--- config.mk ---
export PLATFORM = sky130hd
export DESIGN_NAME = seg7_score_display
export DESIGN_NICKNAME = d
export VERILOG_FILES = /design/src/rtl/seg7_score_display_pkg.sv /design/src/rtl/seg7_score_display_bin_to_bcd.sv /design/src/rtl/seg7_score_display.sv
export SDC_FILE = /design/constraint.sdc
export NUM_CORES = 1
export LEC_CHECK = 0
export BUFFER_PORTS_ARGS = -buffer_cell sky130_fd_sc_hd__buf_2
export CORE_ASPECT_RATIO = 0.7
export CORE_MARGIN = 2
export CORE_UTILIZATION = 30
export CTS_CLUSTER_SIZE = 10
export DETAILED_ROUTE_END_ITERATION = 10
export SKIP_LAST_GASP = 1
export SYNTH_ARGS = -nofsm -noshare
export SYNTH_HDL_FRONTEND = slang
export SYNTH_HIERARCHICAL = 1
export SYNTH_SLANG_ARGS = --single-unit
--- constraint.sdc ---
create_clock -name clk -period 2.5 [get_ports clk]
set_input_delay 0.25 -clock clk [delete_from_list [all_inputs] [get_ports clk]]
set_output_delay 0.25 -clock clk [all_outputs]
set_load 0.02 [all_outputs]
--- src/rtl/seg7_score_display_pkg.sv ---
// Shared constants for the score display: segment patterns, display limit,
// converter state encoding and the BCD adjust step.
package seg7_score_display_pkg;

  localparam logic [6:0] SEG_0     = 7'b1000000;
  localparam logic [6:0] SEG_1     = 7'b1111001;
  localparam logic [6:0] SEG_2     = 7'b0100100;
  localparam logic [6:0] SEG_3     = 7'b0110000;
  localparam logic [6:0] SEG_4     = 7'b0011001;
  localparam logic [6:0] SEG_5     = 7'b0010010;
  localparam logic [6:0] SEG_6     = 7'b0000010;
  localparam logic [6:0] SEG_7     = 7'b1111000;
  localparam logic [6:0] SEG_8     = 7'b0000000;
  localparam logic [6:0] SEG_9     = 7'b0010000;
  localparam logic [6:0] SEG_BLANK = 7'b1111111;
  localparam logic [6:0] SEG_DASH  = 7'b0111111;

  localparam int unsigned MAX_DISPLAY = 9999;

  typedef enum logic [1:0] {
    DISP_IDLE,
    DISP_CONV,
    DISP_COMMIT
  } disp_state_t;

  // Double-dabble correction: add 3 to every nibble that is 5 or more.
  function automatic logic [15:0] bcd_adjust(input logic [15:0] v);
    logic [15:0] r;
    r = v;
    for (int unsigned i = 0; i < 4; i++) begin
      if (v[4*i +: 4] >= 4'd5) r[4*i +: 4] = v[4*i +: 4] + 4'd3;
    end
    return r;
  endfunction

endpackage

--- src/rtl/seg7_score_display_bin_to_bcd.sv ---
// Free-running sequential binary-to-BCD converter: capture, shift CONV_BITS
// times, then present the result for one COMMIT cycle.
module bin_to_bcd
  import seg7_score_display_pkg::*;
#(
  parameter int unsigned CONV_BITS = 14
) (
  input  logic                 clk,
  input  logic                 reset_n,
  input  logic [CONV_BITS-1:0] bin,
  output logic [15:0]          bcd,
  output logic                 ovf,
  output logic                 busy,
  output logic                 done
);

  localparam logic [3:0] LAST = 4'(CONV_BITS - 1);

  disp_state_t          state, state_next;
  logic [3:0]           cnt;
  logic [15:0]          acc;
  logic [CONV_BITS-1:0] shift_bin;
  logic                 ovf_cap;

  always_comb begin
    state_next = state;
    case (state)
      DISP_IDLE:   state_next = DISP_CONV;
      DISP_CONV:   if (cnt == LAST) state_next = DISP_COMMIT;
      DISP_COMMIT: state_next = DISP_IDLE;
      default:     state_next = DISP_IDLE;
    endcase
  end

  // busy/done are registered from the next state so they line up with state.
  always_ff @(posedge clk) begin
    if (!reset_n) begin
      state     <= DISP_IDLE;
      cnt       <= '0;
      acc       <= '0;
      shift_bin <= '0;
      ovf_cap   <= 1'b0;
      busy      <= 1'b0;
      done      <= 1'b0;
    end else begin
      state <= state_next;
      busy  <= (state_next != DISP_IDLE);
      done  <= (state_next == DISP_COMMIT);
      case (state)
        DISP_IDLE: begin
          shift_bin <= bin;
          acc       <= '0;
          cnt       <= '0;
          ovf_cap   <= (32'(bin) > MAX_DISPLAY);
        end
        DISP_CONV: begin
          {acc, shift_bin} <= {bcd_adjust(acc), shift_bin} << 1;
          cnt              <= cnt + 4'd1;
        end
        default: ;
      endcase
    end
  end

  assign bcd = acc;
  assign ovf = ovf_cap;

endmodule

--- src/rtl/seg7_score_display.sv ---
// Four-digit score display: holds the last committed BCD digits and scans
// them across an/seg with leading-zero blanking and overflow dashes.
module seg7_score_display
  import seg7_score_display_pkg::*;
#(
  parameter int unsigned CONV_BITS = 14
) (
  input  logic                 clk,
  input  logic                 reset_n,
  input  logic                 scan_tick,
  input  logic [CONV_BITS-1:0] value,
  input  logic                 blank,
  output logic [3:0]           an,
  output logic [6:0]           seg,
  output logic                 conv_busy
);

  logic [15:0]     bcd;
  logic            ovf, done;
  logic [3:0][3:0] digits;
  logic            ovf_q;
  logic [1:0]      idx;
  logic [3:0]      cur;
  logic            lz;
  logic [3:0]      an_next;
  logic [6:0]      seg_next;

  bin_to_bcd #(.CONV_BITS(CONV_BITS)) u_conv (
    .clk     (clk),
    .reset_n (reset_n),
    .bin     (value),
    .bcd     (bcd),
    .ovf     (ovf),
    .busy    (conv_busy),
    .done    (done)
  );

  function automatic logic [6:0] decode(input logic [3:0] d);
    case (d)
      4'd0:    return SEG_0;
      4'd1:    return SEG_1;
      4'd2:    return SEG_2;
      4'd3:    return SEG_3;
      4'd4:    return SEG_4;
      4'd5:    return SEG_5;
      4'd6:    return SEG_6;
      4'd7:    return SEG_7;
      4'd8:    return SEG_8;
      4'd9:    return SEG_9;
      default: return SEG_DASH;
    endcase
  endfunction

  always_comb begin
    cur = digits[idx];
    lz  = 1'b1;
    for (int unsigned i = 0; i < 4; i++) begin
      if (i >= 32'(idx) && digits[i] != 4'd0) lz = 1'b0;
    end
    an_next = ~(4'b0001 << idx);
    if (ovf_q)                  seg_next = SEG_DASH;
    else if (idx != 2'd0 && lz) seg_next = SEG_BLANK;
    else                        seg_next = decode(cur);
  end

  always_ff @(posedge clk) begin
    if (!reset_n) begin
      digits <= '0;
      ovf_q  <= 1'b0;
      idx    <= '0;
      an     <= '1;
      seg    <= '1;
    end else begin
      if (done) begin
        digits <= bcd;
        ovf_q  <= ovf;
      end
      if (scan_tick) idx <= idx + 2'd1;
      if (blank) begin
        an  <= '1;
        seg <= SEG_BLANK;
      end else if (scan_tick) begin
        an  <= an_next;
        seg <= seg_next;
      end
    end
  end

endmodule
* Yosys cells after proc, flatten, opt, wreduce, memory -nomap -nowiden
Memory sizes are Yosys's and may differ from the RTL's.
Cells that the tools add are included.
** Storage, ports and cells
- Register bits :: 69
- Bits in read-only memories :: 112
- Input bits :: 18
- Output and inout bits :: 12
- Word-level logic and storage cells :: 67
- Memories :: 1
** Cells by class
- Add/subtract/negate cells :: 6
- Magnitude comparators :: 9
- Equal/unequal tests :: 3
- Shifts and indexed selects :: 1
- Multiplexer cells :: 17
- Bitwise logic cells :: 2
- Reductions and logical operators :: 13
** Memories
- (no name shown) :: depth 16, bits a word 7, read ports 1, clocked after memory_dff 0, wr ports 0, RTL line seg7_score_display.sv:39 : case (d)
** Operators by type and width (number)
- 16-bit case mux with 2 select lines :: 1
- 14-bit case mux with 2 select lines :: 1
- 4-bit by 3-bit >= comparator with 1-bit output (second input constant) :: 4
- 4-bit 2-to-1 mux :: 4
- 4-bit nonzero test :: 4
- 14-bit greater-than comparator (second input constant) :: 1
- 7-bit 2-to-1 mux :: 2
- 4-bit by 2-bit adder with 4-bit output (second input constant) :: 3
- 4-bit binary-select mux with 2-bit select :: 1
- 4-bit case mux with 2 select lines :: 1
- 2-bit nonzero test :: 3
- 4-bit by 1-bit adder with 4-bit output (second input constant) :: 1
- 4-bit == test (second input constant) :: 1
- 1-bit by 2-bit >= comparator with 1-bit output (first input constant) :: 2
- 1-bit logical AND :: 4
- 1-bit 2-to-1 mux :: 4
- 4-bit NOT :: 1
- 2-bit case mux with 2 select lines :: 1
- 1-bit by 2-bit << shifter with 4-bit output (first input constant) :: 1
- 3-bit by 2-bit adder with 3-bit output (second input constant) :: 1
- 2-bit by 3-bit < comparator with 1-bit output (second input constant) :: 1
- 3-bit 2-to-1 mux :: 1
- 2-bit by 1-bit adder with 2-bit output (second input constant) :: 1
- 2-bit by 1-bit == test with 1-bit output (second input constant) :: 1
- other kinds (6) :: 6

* Logic depth before layout (Yosys ltp)
- Depth in word-level cells :: 9
- Gate-level depth with buffers :: 7
- Depth with buffers taken out :: 6

* By module
The synthesis kept the hierarchy.
** By module, submodules not included
- bin_to_bcd :: instances 1, cells each 221, area an instance 1951.9 um^2, sequential area each 780.7 um^2
- seg7_score_display :: instances 1, cells each 153, area an instance 1549.0 um^2, sequential area each 600.6 um^2

* Worst setup path before layout
Ideal clock, no wire load.
- Path type :: register -> register
- Start :: register idx[0]
- End :: register seg[4]
- Setup time :: 139 ps
- Data arrival time :: 1845 ps
- Data required time :: 2361 ps
- Setup slack :: 516 ps
- Stages on the path, launching flop included :: 8
- Buffers on the path :: 1
- Period minus slack after synthesis :: 1984 ps
- Cells stage by stage :: dfxtp_1 > buf_6 > mux4_1 > inv_1 > ha_1 > nor3_1 > o41ai_1 > a22oi_1
** On the way
- Longest elaborated chain between the ends :: 9
- Elaborated cells between the ends (all ways) :: 17
- Those cells by class :: order compare: 3; mux: 8; reduce/logical: 5; memory: 1
** RTL lines
- from (decl) :: RTL line seg7_score_display.sv:22 : logic [1:0] idx;
- from (signal assigned) :: RTL line seg7_score_display.sv:78 : if (scan_tick) idx <= idx + 2'd1;
- 1-bit by 2-bit >= comparator with 1-bit output :: RTL line seg7_score_display.sv:58 : if (i >= 32'(idx) && digits[i] != 4'd0) lz = 1'b0;
- 1-bit logical AND :: RTL line seg7_score_display.sv:58
- 1-bit 2-to-1 mux (4 in series) :: RTL line seg7_score_display.sv:58
- 1-bit logical AND :: RTL line seg7_score_display.sv:62 : else if (idx != 2'd0 && lz) seg_next = SEG_BLANK;
- 7-bit 2-to-1 mux * :: RTL line seg7_score_display.sv:62
- 7-bit 2-to-1 mux * :: RTL line seg7_score_display.sv:61 : if (ovf_q) seg_next = SEG_DASH;
- to (signal assigned) :: RTL line seg7_score_display.sv:84 : seg <= seg_next;
- to (decl) :: RTL line seg7_score_display.sv:14 : output logic [6:0] seg,
Every way passes the cells marked *; elsewhere a longest branch is shown, timed or not. The select of a mux whose other input is x is not followed.
A chain may end at the register's enable or synchronous reset.

* Worst setup path in the final report
Same ends and word-level chain as after synthesis.

==> out/results.tsv <==
metric	value	unit
count of fill cells added during filler insertion	1129	
r2r setup slk	240	ps
maximum number of pins on one net before global-route repair	25	
Diodes inserted	0	
combinational family with the most area after synthesis	simple AND/OR/NAND/NOR gates	
Compound-Gate Fraction of Synth Area	0.127	
first-pass GRT wire length	12100	um
launching instance or port of the critical path	idx[0]	
Leakage	1.51	nW
clock tree buffer depth	2	
final hold violation count	0	
period utilization	0.905	
top area cells in the synthesized netlist	sky130_fd_sc_hd__dfxtp_1 39%, sky130_fd_sc_hd__mux2i_1 10%, sky130_fd_sc_hd__ha_1 6.8%, sky130_fd_sc_hd__o21ai_0 5.3%, sky130_fd_sc_hd__nor2b_1 4.6%	
Layout Nets	434	
antenna violations before repair	0	
DRC violation count after routing	0	
result of the run	completed	
overall die width	133	um
Num Clock Sinks	69	
Final setup viols	0	
GP Congestion	0.809	
proportion of synthesized flip-flops having asynchronous set or reset	0	
library cells used by synthesis	43	
data arrival time at the worst-slack endpoint	2450	ps
detail-routed net length per standard cell	12.9	um
FF-to-FF Start	idx[0]	
initial cell density of the core	0.312	
minimum period implied by the final worst setup slack	2260	ps
overall global routing resource usage	0.120	
library cell occupying the most area in the post-synthesis netlist	sky130_fd_sc_hd__dfxtp_1	
final-layout worst hold slack	226	ps
HPWL after DPL	5130	um
synthesized-area fraction occupied by xor and xnor cells	0.0200	
synthesized flop and latch total	69	
area fraction of the dominant cell type after synthesis	0.395	
total of buffers placed on input and output ports	29	
Post-Synthesis Net Count	411	
worst clock skew on the final layout	5.69	ps
number of vias per cell	4.67	
die extent in y	94.4	um
master cell of the clock root buffer	sky130_fd_sc_hd__clkbuf_16	
number of global-route vias before repair	2601	
maximum clock rate	442	MHz
Setup Slack @ Placement	234	ps
Max Slew Vio Count	0	
syn avg cell area	9.36	um^2
area inside the core boundary	11200	um^2
worst setup slack after layout	237	ps
ratio of total power to cell area	687	nW/um^2
wirelength, routed	7160	um
most common library cells after synthesis	69 x sky130_fd_sc_hd__dfxtp_1, 37 x sky130_fd_sc_hd__nand2_1, 37 x sky130_fd_sc_hd__o21ai_0, 35 x sky130_fd_sc_hd__mux2i_1, 26 x sky130_fd_sc_hd__nor2b_1	
Top FF cell, synth	sky130_fd_sc_hd__dfxtp_1	
fraction of synthesized area in multiplexers	0.142	
DIE AREA	12600	um^2
most numerous cell in the Yosys netlist	sky130_fd_sc_hd__dfxtp_1	
Slew headroom	0.494	
highest ir drop seen on vdd	0.389	mV
terminus of the critical flop-to-flop path	seg[4]	
Worst Setup Path Type	register to register	
clock-pin slew on the worst setup and hold paths	60	ps
share of final-layout standard cells stronger than drive strength 1	0.154	
Critical Path Sink Type	register	
via count	2590	
Tightest Hold Check Type	primary input to register	
number of iterations in the first detailed-routing pass	4	
number of placement rows	32	
total of max-cap violations	0	
residual overflow from global routing	0	
Register-to-Register Path Depth	6	
Synth Warn #	6	
number of enable flip-flop cells after synthesis	0	
Worst Setup EP	seg[4]	
Post-Route Setup TNS	0	ps
required arrival time at the worst endpoint	2680	ps
Post-CTS Setup Repair Bufs	0	
Post-Synth Adder-Cell Area	0.0679	
number of resized instances in the post-cts repair step	0	
Boundary Pins	30	
clock latency at the later pin of the worst-skew pair	320	ps
# H-tree levels	3	
synthesized instance count	374	
largest fanout on the critical path	5	
Post-CTS Hold Buffers	0	
Post-Synthesis Cell Area	3500	um^2
cts bufs inserted	9	
register area share after synthesis	0.395	
fraction of the mapped netlist area in simple logic gates	0.191	
kind of start point of the critical path	register	
initial detailed-routing violation count	206	
transition time at the pin with the least slew margin	758	ps
Area growth, synth to finish	17.5	%
post-route ant nets	0	
unrepaired setup endpoints after global routing	false	
TritonCTS clock tree	yes	
## metrics by stage
stage / instance area, um^2 / utilization / power, W / cells
global placement: 3750 / 0.335 / 0.00134 / 539
floorplan: 3500 / - / 0.00130 / 374
CTS: 4110 / 0.367 / 0.00286 / 555
global route: 4110 / 0.367 / 0.00293 / 555
detailed placement: 3750 / 0.335 / 0.00135 / 539
finish: 4110 / 0.367 / 0.00283 / 555
## per-layer routing
metal | GRT usage | vias to the layer above | part of all wire
met2 | 0.189 | 15 | 0.45
met4 | 0.0674 | 0 | 0.016
met1 | 0.158 | 1235 | 0.51
li1 | - | 1331 | -
met3 | 0.0215 | 9 | 0.015
met5 | 0 | - | 0
## placed cells by master (no fill, tap or decap), types with 7 or more instances in the layout
cell type | Yosys | routed
sky130_fd_sc_hd__mux2i_1 | 35 | 35
sky130_fd_sc_hd__nor2b_1 | 26 | 26
sky130_fd_sc_hd__buf_4 | 2 | 7
sky130_fd_sc_hd__nor2_1 | 8 | 8
sky130_fd_sc_hd__nand2_1 | 37 | 37
sky130_fd_sc_hd__o21ai_0 | 37 | 37
sky130_fd_sc_hd__a21oi_1 | 10 | 10
sky130_fd_sc_hd__buf_2 | 6 | 29
sky130_fd_sc_hd__dfxtp_1 | 69 | 69
sky130_fd_sc_hd__nor3b_1 | 8 | 8
sky130_fd_sc_hd__inv_1 | 18 | 18
sky130_fd_sc_hd__and2_1 | 18 | 18
sky130_fd_sc_hd__ha_1 | 19 | 19
sky130_fd_sc_hd__clkbuf_16 | 0 | 9
## flip-flops by register name, summed over array words and instances, names as in the netlist
name,flops
u_conv/bcd,16
seg,7
u_conv/ovf,1
u_conv/done,1
u_conv/shift_bin,14
digits,16
idx,2
an,4
ovf_q,1
u_conv/cnt,4
u_conv/state,2
u_conv/busy,1
## where the power goes
group          leakage (nW)  switching (W)  internal [W]
clock                 0.172       0.000471       0.00103
sequential            0.562      0.0000265       0.00113
combinational         0.773      0.0000879     0.0000820
total                  1.51       0.000585       0.00224
## worst max-delay path, stage by stage (launching register included)
cell                      delay, ps
sky130_fd_sc_hd__dfxtp_1        460
sky130_fd_sc_hd__mux4_1         670
sky130_fd_sc_hd__inv_1          140
sky130_fd_sc_hd__ha_1           200
sky130_fd_sc_hd__nor3_1          70
sky130_fd_sc_hd__o41ai_1        460
sky130_fd_sc_hd__a22oi_1        120
## cells by family after synthesis
group           Yosys count
compound gates           71
xor+xnor                  8
fa+ha+maj                19
buf+inv                  42
flops                    69
mux                      43
simple gates            122
## layout make-up
type                            count  area (um^2)  area share
Multi-Input combinational cell    263         1920       0.466
Clock buffer                       11          253      0.0614
Timing Repair Buffer               36          198      0.0481
Clock inverter                      5          106      0.0259
Inverter                           18         67.6      0.0164
Sequential cell                    69         1380       0.336
Tap cell                          153          191      0.0465
## worst min path at each step
stage,start,endpoint,slack (ps),depth (start not counted)
finish,value[13],u_conv/ovf,230,3
global route,value[13],u_conv/ovf,220,3
CTS,value[13],u_conv/ovf,210,3
detailed placement,an[3],an[3],460,2
global placement,an[2],an[2],450,2
floorplan,value[13],u_conv/ovf,400,2
No activity file was read; power rests on OpenSTA's default activity.
